**src/rtl/decode_out_capture_pkg.sv**
```systemverilog
// Shared types and packing layout for the LC3 decode-output capture engine.
package decode_out_capture_pkg;

  typedef enum logic [1:0] {
    IDLE    = 2'd0,
    ACTIVE  = 2'd1,
    DONE    = 2'd2,
    TIMEOUT = 2'd3
  } state_e;

  localparam int E_CNTRL_W = 6;
  localparam int M_CNTRL_W = 1;
  localparam int W_CNTRL_W = 2;
  localparam int CTRL_W    = E_CNTRL_W + M_CNTRL_W + W_CNTRL_W;

  function automatic int pkt_w(input int data_w);
    return CTRL_W + 2 * data_w;
  endfunction

  // Packed word is {e_cntrl, m_cntrl, w_cntrl, Instr_Reg, npc_out}, LSB first from npc_out.
  function automatic int npc_off(input int data_w);
    return 0;
  endfunction

  function automatic int instr_off(input int data_w);
    return data_w;
  endfunction

  function automatic int w_cntrl_off(input int data_w);
    return 2 * data_w;
  endfunction

  function automatic int m_cntrl_off(input int data_w);
    return 2 * data_w + W_CNTRL_W;
  endfunction

  function automatic int e_cntrl_off(input int data_w);
    return 2 * data_w + W_CNTRL_W + M_CNTRL_W;
  endfunction

endpackage

```
**src/rtl/decode_out_capture_if.sv**
```systemverilog
// Decode-side sample bundle plus the drain-side read port of the capture engine.
interface decode_out_capture_if #(
  parameter int DATA_W = 16,
  parameter int DEPTH  = 8
) ();
  localparam int PKT_W = decode_out_capture_pkg::pkt_w(DATA_W);
  localparam int CW    = $clog2(DEPTH + 1);

  logic              en_de;
  logic [5:0]        e_cntrl;
  logic              m_cntrl;
  logic [1:0]        w_cntrl;
  logic [DATA_W-1:0] Instr_Reg;
  logic [DATA_W-1:0] npc_out;
  logic              change_only;
  logic              rd_en;
  logic [PKT_W-1:0]  rd_data;
  logic              rd_valid;
  logic [CW-1:0]     count;
  logic              overflow;
  logic [15:0]       drop_count;
  logic              stop;
  logic              timeout;

  modport master (
    output en_de, e_cntrl, m_cntrl, w_cntrl, Instr_Reg, npc_out, change_only, rd_en,
    input  rd_data, rd_valid, count, overflow, drop_count, stop, timeout
  );

  modport slave (
    input  en_de, e_cntrl, m_cntrl, w_cntrl, Instr_Reg, npc_out, change_only, rd_en,
    output rd_data, rd_valid, count, overflow, drop_count, stop, timeout
  );
endinterface

```
**src/rtl/decode_out_sync_fifo.sv**
```systemverilog
// Show-ahead synchronous FIFO; a full FIFO still accepts a push when popped on the same edge.
module decode_out_sync_fifo #(
  parameter int WIDTH = 41,
  parameter int DEPTH = 8,
  localparam int CW   = $clog2(DEPTH + 1),
  localparam int AW   = $clog2(DEPTH)
) (
  input  logic             clock,
  input  logic             reset,
  input  logic             push,
  input  logic             pop,
  input  logic [WIDTH-1:0] wr_data,
  output logic [WIDTH-1:0] rd_data,
  output logic [CW-1:0]    count,
  output logic             full,
  output logic             empty
);
  logic [WIDTH-1:0] mem [DEPTH];
  logic [AW-1:0]    wr_ptr;
  logic [AW-1:0]    rd_ptr;
  logic             pop_ok;
  logic             push_ok;

  assign empty   = (count == '0);
  assign full    = (count == CW'(DEPTH));
  assign pop_ok  = pop && !empty;
  assign push_ok = push && (!full || pop_ok);
  assign rd_data = empty ? '0 : mem[rd_ptr];

  always_ff @(posedge clock) begin
    if (push_ok) mem[wr_ptr] <= wr_data;
  end

  always_ff @(posedge clock or posedge reset) begin
    if (reset) begin
      wr_ptr <= '0;
      rd_ptr <= '0;
      count  <= '0;
    end else begin
      if (push_ok) wr_ptr <= wr_ptr + 1'b1;
      if (pop_ok)  rd_ptr <= rd_ptr + 1'b1;
      case ({push_ok, pop_ok})
        2'b10:   count <= count + 1'b1;
        2'b01:   count <= count - 1'b1;
        default: count <= count;
      endcase
    end
  end
endmodule

```
**src/rtl/decode_out_capture.sv**
```systemverilog
// Captures LC3 decode outputs into a show-ahead FIFO with dedup, overflow
// accounting, end-of-test detection and a watchdog.
module decode_out_capture
  import decode_out_capture_pkg::*;
#(
  parameter int DATA_W         = 16,
  parameter int DEPTH          = 8,
  parameter int TIMEOUT_CYCLES = 20000
) (
  input logic                 clock,
  input logic                 reset,
  decode_out_capture_if.slave bus
);
  localparam int PKT_W = pkt_w(DATA_W);
  localparam int CW    = $clog2(DEPTH + 1);
  localparam int WD_W  = $clog2(TIMEOUT_CYCLES) + 1;

  state_e            state_q, state_d;
  logic [WD_W-1:0]   wd_cnt;
  logic              wd_hit;
  logic              running;
  logic              sample;
  logic [PKT_W-1:0]  pkt;
  logic [PKT_W-1:0]  last_pkt;
  logic              last_vld;
  logic              push_req;
  logic              drop;
  logic              fifo_full;
  logic              fifo_empty;
  logic [CW-1:0]     fifo_count;
  logic [PKT_W-1:0]  fifo_rd_data;
  logic              overflow_q;
  logic [15:0]       drop_cnt_q;

  assign running = (state_q == IDLE) || (state_q == ACTIVE);
  assign wd_hit  = (wd_cnt == WD_W'(TIMEOUT_CYCLES - 1));
  assign sample  = bus.en_de && running;

  always_comb begin
    pkt = '0;
    pkt[npc_off(DATA_W)     +: DATA_W]    = bus.npc_out;
    pkt[instr_off(DATA_W)   +: DATA_W]    = bus.Instr_Reg;
    pkt[w_cntrl_off(DATA_W) +: W_CNTRL_W] = bus.w_cntrl;
    pkt[m_cntrl_off(DATA_W) +: M_CNTRL_W] = bus.m_cntrl;
    pkt[e_cntrl_off(DATA_W) +: E_CNTRL_W] = bus.e_cntrl;
  end

  // End-of-test is checked before the watchdog so DONE wins a same-edge tie.
  always_comb begin
    state_d = state_q;
    case (state_q)
      IDLE: begin
        if (wd_hit)         state_d = TIMEOUT;
        else if (bus.en_de) state_d = ACTIVE;
      end
      ACTIVE: begin
        if (!bus.en_de)     state_d = DONE;
        else if (wd_hit)    state_d = TIMEOUT;
      end
      default:              state_d = state_q;
    endcase
  end

  always_ff @(posedge clock or posedge reset) begin
    if (reset) state_q <= IDLE;
    else       state_q <= state_d;
  end

  always_ff @(posedge clock or posedge reset) begin
    if (reset)        wd_cnt <= '0;
    else if (running) wd_cnt <= wd_cnt + 1'b1;
  end

  always_ff @(posedge clock or posedge reset) begin
    if (reset) begin
      last_pkt <= '0;
      last_vld <= 1'b0;
    end else if (sample) begin
      last_pkt <= pkt;
      last_vld <= 1'b1;
    end
  end

  assign push_req = sample && (!bus.change_only || !last_vld || (pkt != last_pkt));
  // Full implies non-empty, so any rd_en on a full FIFO is a real pop.
  assign drop     = push_req && fifo_full && !bus.rd_en;

  always_ff @(posedge clock or posedge reset) begin
    if (reset) begin
      overflow_q <= 1'b0;
      drop_cnt_q <= '0;
    end else if (drop) begin
      overflow_q <= 1'b1;
      if (drop_cnt_q != 16'hFFFF) drop_cnt_q <= drop_cnt_q + 1'b1;
    end
  end

  decode_out_sync_fifo #(
    .WIDTH (PKT_W),
    .DEPTH (DEPTH)
  ) u_fifo (
    .clock   (clock),
    .reset   (reset),
    .push    (push_req),
    .pop     (bus.rd_en),
    .wr_data (pkt),
    .rd_data (fifo_rd_data),
    .count   (fifo_count),
    .full    (fifo_full),
    .empty   (fifo_empty)
  );

  assign bus.rd_data    = fifo_rd_data;
  assign bus.rd_valid   = !fifo_empty;
  assign bus.count      = fifo_count;
  assign bus.overflow   = overflow_q;
  assign bus.drop_count = drop_cnt_q;
  assign bus.stop       = (state_q == DONE);
  assign bus.timeout    = (state_q == TIMEOUT);
endmodule

```
**src/flat_wrapper.sv**
```systemverilog
// flat-port wrapper written by rule: the top's interface ports become plain ports
module decode_out_capture_flat import decode_out_capture_pkg::*;
#(
  parameter int DATA_W         = 16,
  parameter int DEPTH          = 8,
  parameter int TIMEOUT_CYCLES = 20000
)
  (clock, reset, bus_en_de, bus_e_cntrl, bus_m_cntrl, bus_w_cntrl, bus_Instr_Reg, bus_npc_out, bus_change_only, bus_rd_en, bus_rd_data, bus_rd_valid, bus_count, bus_overflow, bus_drop_count, bus_stop, bus_timeout);
  decode_out_capture_if #(.DATA_W(DATA_W), .DEPTH(DEPTH)) bus_i ();
  input logic clock;
  input logic reset;
  input wire logic [$bits(bus_i.en_de)-1:0] bus_en_de;
  input wire logic [$bits(bus_i.e_cntrl)-1:0] bus_e_cntrl;
  input wire logic [$bits(bus_i.m_cntrl)-1:0] bus_m_cntrl;
  input wire logic [$bits(bus_i.w_cntrl)-1:0] bus_w_cntrl;
  input wire logic [$bits(bus_i.Instr_Reg)-1:0] bus_Instr_Reg;
  input wire logic [$bits(bus_i.npc_out)-1:0] bus_npc_out;
  input wire logic [$bits(bus_i.change_only)-1:0] bus_change_only;
  input wire logic [$bits(bus_i.rd_en)-1:0] bus_rd_en;
  output wire logic [$bits(bus_i.rd_data)-1:0] bus_rd_data;
  output wire logic [$bits(bus_i.rd_valid)-1:0] bus_rd_valid;
  output wire logic [$bits(bus_i.count)-1:0] bus_count;
  output wire logic [$bits(bus_i.overflow)-1:0] bus_overflow;
  output wire logic [$bits(bus_i.drop_count)-1:0] bus_drop_count;
  output wire logic [$bits(bus_i.stop)-1:0] bus_stop;
  output wire logic [$bits(bus_i.timeout)-1:0] bus_timeout;
  assign bus_i.en_de = bus_en_de;
  assign bus_i.e_cntrl = bus_e_cntrl;
  assign bus_i.m_cntrl = bus_m_cntrl;
  assign bus_i.w_cntrl = bus_w_cntrl;
  assign bus_i.Instr_Reg = bus_Instr_Reg;
  assign bus_i.npc_out = bus_npc_out;
  assign bus_i.change_only = bus_change_only;
  assign bus_i.rd_en = bus_rd_en;
  assign bus_rd_data = bus_i.rd_data;
  assign bus_rd_valid = bus_i.rd_valid;
  assign bus_count = bus_i.count;
  assign bus_overflow = bus_i.overflow;
  assign bus_drop_count = bus_i.drop_count;
  assign bus_stop = bus_i.stop;
  assign bus_timeout = bus_i.timeout;
  decode_out_capture #(.DATA_W(DATA_W), .DEPTH(DEPTH), .TIMEOUT_CYCLES(TIMEOUT_CYCLES)) u_core (.clock(clock), .reset(reset), .bus(bus_i));
endmodule
```
**config.mk**
```make
export PLATFORM = sky130hd
export DESIGN_NAME = decode_out_capture_flat
export DESIGN_NICKNAME = d
export VERILOG_FILES = /design/src/rtl/decode_out_capture_pkg.sv /design/src/rtl/decode_out_capture_if.sv /design/src/rtl/decode_out_sync_fifo.sv /design/src/rtl/decode_out_capture.sv /design/src/flat_wrapper.sv
export SDC_FILE = /design/constraint.sdc
export NUM_CORES = 1
export LEC_CHECK = 0
export BUFFER_PORTS_ARGS = -buffer_cell sky130_fd_sc_hd__buf_2
export CORE_MARGIN = 1
export CORE_UTILIZATION = 47
export CTS_CLUSTER_SIZE = 12
export DETAILED_ROUTE_END_ITERATION = 8
export PLACE_DENSITY = 0.72
export SETUP_SLACK_MARGIN = 0.1
export SLEW_MARGIN = 20
export SYNTH_ARGS = -nofsm -noshare
export SYNTH_HDL_FRONTEND = slang
export SYNTH_SLANG_ARGS = --single-unit
```
**constraint.sdc**
```tcl
create_clock -name clock -period 12.3 [get_ports clock]
set_input_delay 1.845 -clock clock [delete_from_list [all_inputs] [get_ports clock]]
set_output_delay 1.845 -clock clock [all_outputs]
set_load 0.02 [all_outputs]
```
==> impl_results.md <==
* Synthesized instance count at 884
* Worst Hold Endpoint: u_core.bus.overflow
* Relative contribution of the clock network to total power at 0.319
* Wire length of the first global-routing pass at between 50 and 60 mm
* H-tree depth reported by CTS at 2
* Post-CTS resize count at 0
* Clk pin slew, worst setup/hold paths at 60 ps
* Number of global-route vias before repair at 8598
* Most used cells in the layout excluding fill and tap cells: edfxtp_1 (328), buf_2 (110), dfrtp_1 (84)
* FF-to-FF End: u_core.u_fifo.count[3]
* Number of hold buffers added after cts at 0
* Final nets at 1074
* Average cell area after synthesis at about 19 sq um
* IR drop worst, VDD at approximately 120 uV
* Final cycle utilization of the critical path at 0.4111
* Headroom to the max-slew limit at 0.4902
* Starting DRT DRC Count at ~570
* Vias at ~8400
* Netlist area before placement at 16680 sq um
* Mean number of vias per cell at roughly 5.5
* Startpoint Class: register
* Row Count at slightly below 70
* Chip Height at 190.4 um
* Internal reg-to-reg setup slack at 8320 ps
* Synth warnings at 0
* Drt first pass iters at 5
* Standby leakage power at around 7.0 nW
* Initial standard-cell utilization of the core at 0.4806
* FMAX at between 150 and 200 MHz
* Global routing usage summed across all routing layers at 0.1880
* Layout-stage area growth over the synthesis result at 15.13%
* Worst Path Class, Setup: reg -> out
* Standard cell core area at around 35000 sq um
* Endpoints failing hold at 0
* Root buffer cell: clkbuf_16
* Filler Cells Inserted at between 2000 and 3000
* Setup crit start: u_core.u_fifo.rd_ptr[0]
* Pins over their slew limit at 0
* Total clock buffers created by CTS at between 40 and 50
* Number of nets still failing antenna checks after routing at 0
* Pint at 2.689 mW
* Max clock buf depth at 3
* Worst clock skew on the final layout at roughly 25 ps
* Number of synthesized register bits at ~420
* Die boundary width at roughly 190 um
* Final global-route overflow total at 0
* Total power of the final layout at approximately 3.8 mW
* Most common cell after layout, fill and taps aside: edfxtp_1
* Power per standard cell area at 198.1 nW/um^2
* IO Port Bufs at 110
* Result of the run: completed
* Number of primary I/O pins at around 110
* Logic depth of the worst register-to-register path at 13
* Worst min-delay path category: reg -> reg
* Ratio of cells with drive above 1 in the final layout at 0.3204
* TritonCTS clock tree: built
* Unrepaired setup endpoints after global routing: false
* Net switching power figure at 1.116 mW
* Worst reg2reg startpoint: u_core.last_pkt[19]
* Combinational share of power at 0.253
* Final routed wirelength across all metal layers at 33.04 mm
* Total half-perimeter wirelength after legalization and detailed placement at about 19 mm
* Crit. End Element: output pin
* Weighted congestion reported at the end of routability-driven placement at between 0.7 and 0.8
* DRC errors left at 0
* Antenna violations before repair at 8
* Max_cap viols at 0
* Net switching share of the total power at 0.2934
* Data required time at the worst endpoint at around 10000 ps
* Maximum number of pins on one net before global-route repair at between 50 and 60
* Routed length per instance at approximately 22 um
* Data arrival time of the critical path at 3210 ps
* Hold path startpoint: u_core.bus.overflow
* Buffers inserted by post-CTS timing repair at 0
* Hold path cells at 1
* Die area at between 30000 and 40000 sq um
* Placement Setup Slack at slightly below 7000 ps
* Yosys cell types at 48
* Worst slew pin tran at roughly 760 ps
* Min Clock Period, post-route at 5056 ps
* Portion of total power attributed to sequential cells at 0.429
* Post-Route Setup TNS at 0 ps
* Number of nets in the synthesized netlist at 937
* Number of failing setup endpoints in the final timing report at 0
* Minimum setup slack in the final design at roughly 7200 ps
* Clock latency reported for the late side of the worst-skew pair at 540 ps
* Peak fanout along the critical path at between 50 and 60
* Number of sinks handled by clock tree synthesis at around 420
* Proportion of synthesized chip area in sequential cells at 0.7209
-- per-layer routing --
metal	GRT usage	up-vias	wire, um
met5	0	-	75
met4	0.04738	12	646
met3	0.04601	60	2183
met2	0.2965	237	15530
met1	0.2635	4353	14600
li1	-	3728	-
-- how the worst max path moves through the flow --
stage / slack (ps) / cells past startpoint / to
6_report: 7240 / 5 / bus_rd_data[1]
2_1_floorplan: 4730 / 8 / u_core.u_fifo.mem[1][0]
3_5_place_dp: 6750 / 14 / u_core.u_fifo.count[3]
5_1_grt: 7010 / 5 / bus_rd_data[1]
3_3_place_gp: 6880 / 14 / u_core.u_fifo.count[3]
4_1_cts: 6860 / 5 / bus_rd_data[1]
-- critical path, cell delays in order (launching register included) --
cell     delay, ps
dfrtp_4        860
buf_6          680
mux4_2         600
mux2i_1        170
nor2_1         110
buf_2          220
-- synth_stat cells (all sizes together) --
cell type | instances | area [sq um]
xnor2 | 32 | 280.3
or3 | 1 | 6.260
and3 | 7 | 43.79
mux4 | 82 | 1847
nand4 | 7 | 43.79
o211ai | 1 | 7.510
mux2 | 42 | 473.0
a21oi | 2 | 10.01
o21ai | 5 | 25.02
nand4b | 1 | 8.760
clkbuf | 23 | 86.33
a221oi | 1 | 8.760
nor4 | 13 | 81.33
mux2i | 43 | 442.9
and4 | 4 | 35.03
dfrtp | 87 | 2177
xor2 | 41 | 359.1
a22o | 2 | 17.52
fa | 1 | 20.02
ha | 6 | 75.07
buf | 17 | 91.34
o21bai | 1 | 7.510
o2111ai | 1 | 8.760
or4 | 2 | 18.77
edfxtp | 328 | 9849
nand3b | 3 | 22.52
nand2 | 20 | 80.07
nor4b | 4 | 35.03
nor3 | 5 | 25.02
nand3 | 17 | 120.1
nor4bb | 1 | 10.01
and2 | 4 | 25.02
nor2b | 3 | 18.77
inv | 16 | 60.06
a21o | 2 | 15.01
or2 | 3 | 18.77
a2111oi | 1 | 15.01
nand2b | 1 | 6.260
a2bb2oi | 1 | 8.760
nor2 | 53 | 198.9
-- cell families after synthesis --
| kind of cell | share of synthesized area |
|---|---|
| AOI/OAI and AO/OA | 0.007425 |
| xor gates and xnor gates | 0.03832 |
| adders and majority gates | 0.005700 |
| buffers and inverters | 0.01425 |
| DFF | 0.7209 |
| muxes | 0.1656 |
| and+or+nand+nor | 0.04785 |
-- metrics by stage --
step	hold slack [ps]	utilization	instances	instance area (sq um)
finish	466.8	0.5533	1513	19210
global route	492.6	0.5531	1510	19200
CTS	472.0	0.5530	1510	19200
detailed placement	448.9	0.5146	1431	17860
global placement	454.1	0.5146	1431	17860
floorplan	439.4	-	884	16680
-- registers in the layout (all words and copies together), names as in the netlist --
signal and flops:
u_core.u_fifo.wr_ptr 3, u_core.bus.overflow 1, u_core.u_fifo.rd_ptr 3, u_core.u_fifo.count 4
u_core.last_vld 1, u_core.u_fifo.mem 328, u_core.bus.drop_count 16, u_core.last_pkt 41
u_core.state_q 2, u_core.wd_cnt 16
-- area by class of cell --
cell class / instances / area (sq um) / area share
Sequential cell: 415 / 12040 / 0.6266
Multi-Input combinational cell: 413 / 4481 / 0.2333
Clock buffer: 69 / 1245 / 0.06482
Timing Repair Buffer: 132 / 719.4 / 0.03746
Tap cell: 455 / 569.3 / 0.02964
Clock inverter: 10 / 88.84 / 0.004625
Inverter: 16 / 61.31 / 0.003192
Antenna cell: 3 / 7.507 / 0.0003909
-- power groups by stage --
stage                     Clock [mW]  Combinational (mW)  Sequential, mW
after floorplan                    0               0.755            1.58
after global placement             0               0.970            1.66
after global routing            1.30                1.03            1.64
after detailed placement           0               0.977            1.66
after CTS                       1.24               0.980            1.63
final                           1.21               0.961            1.63
Power figures use the tool's default switching activity.
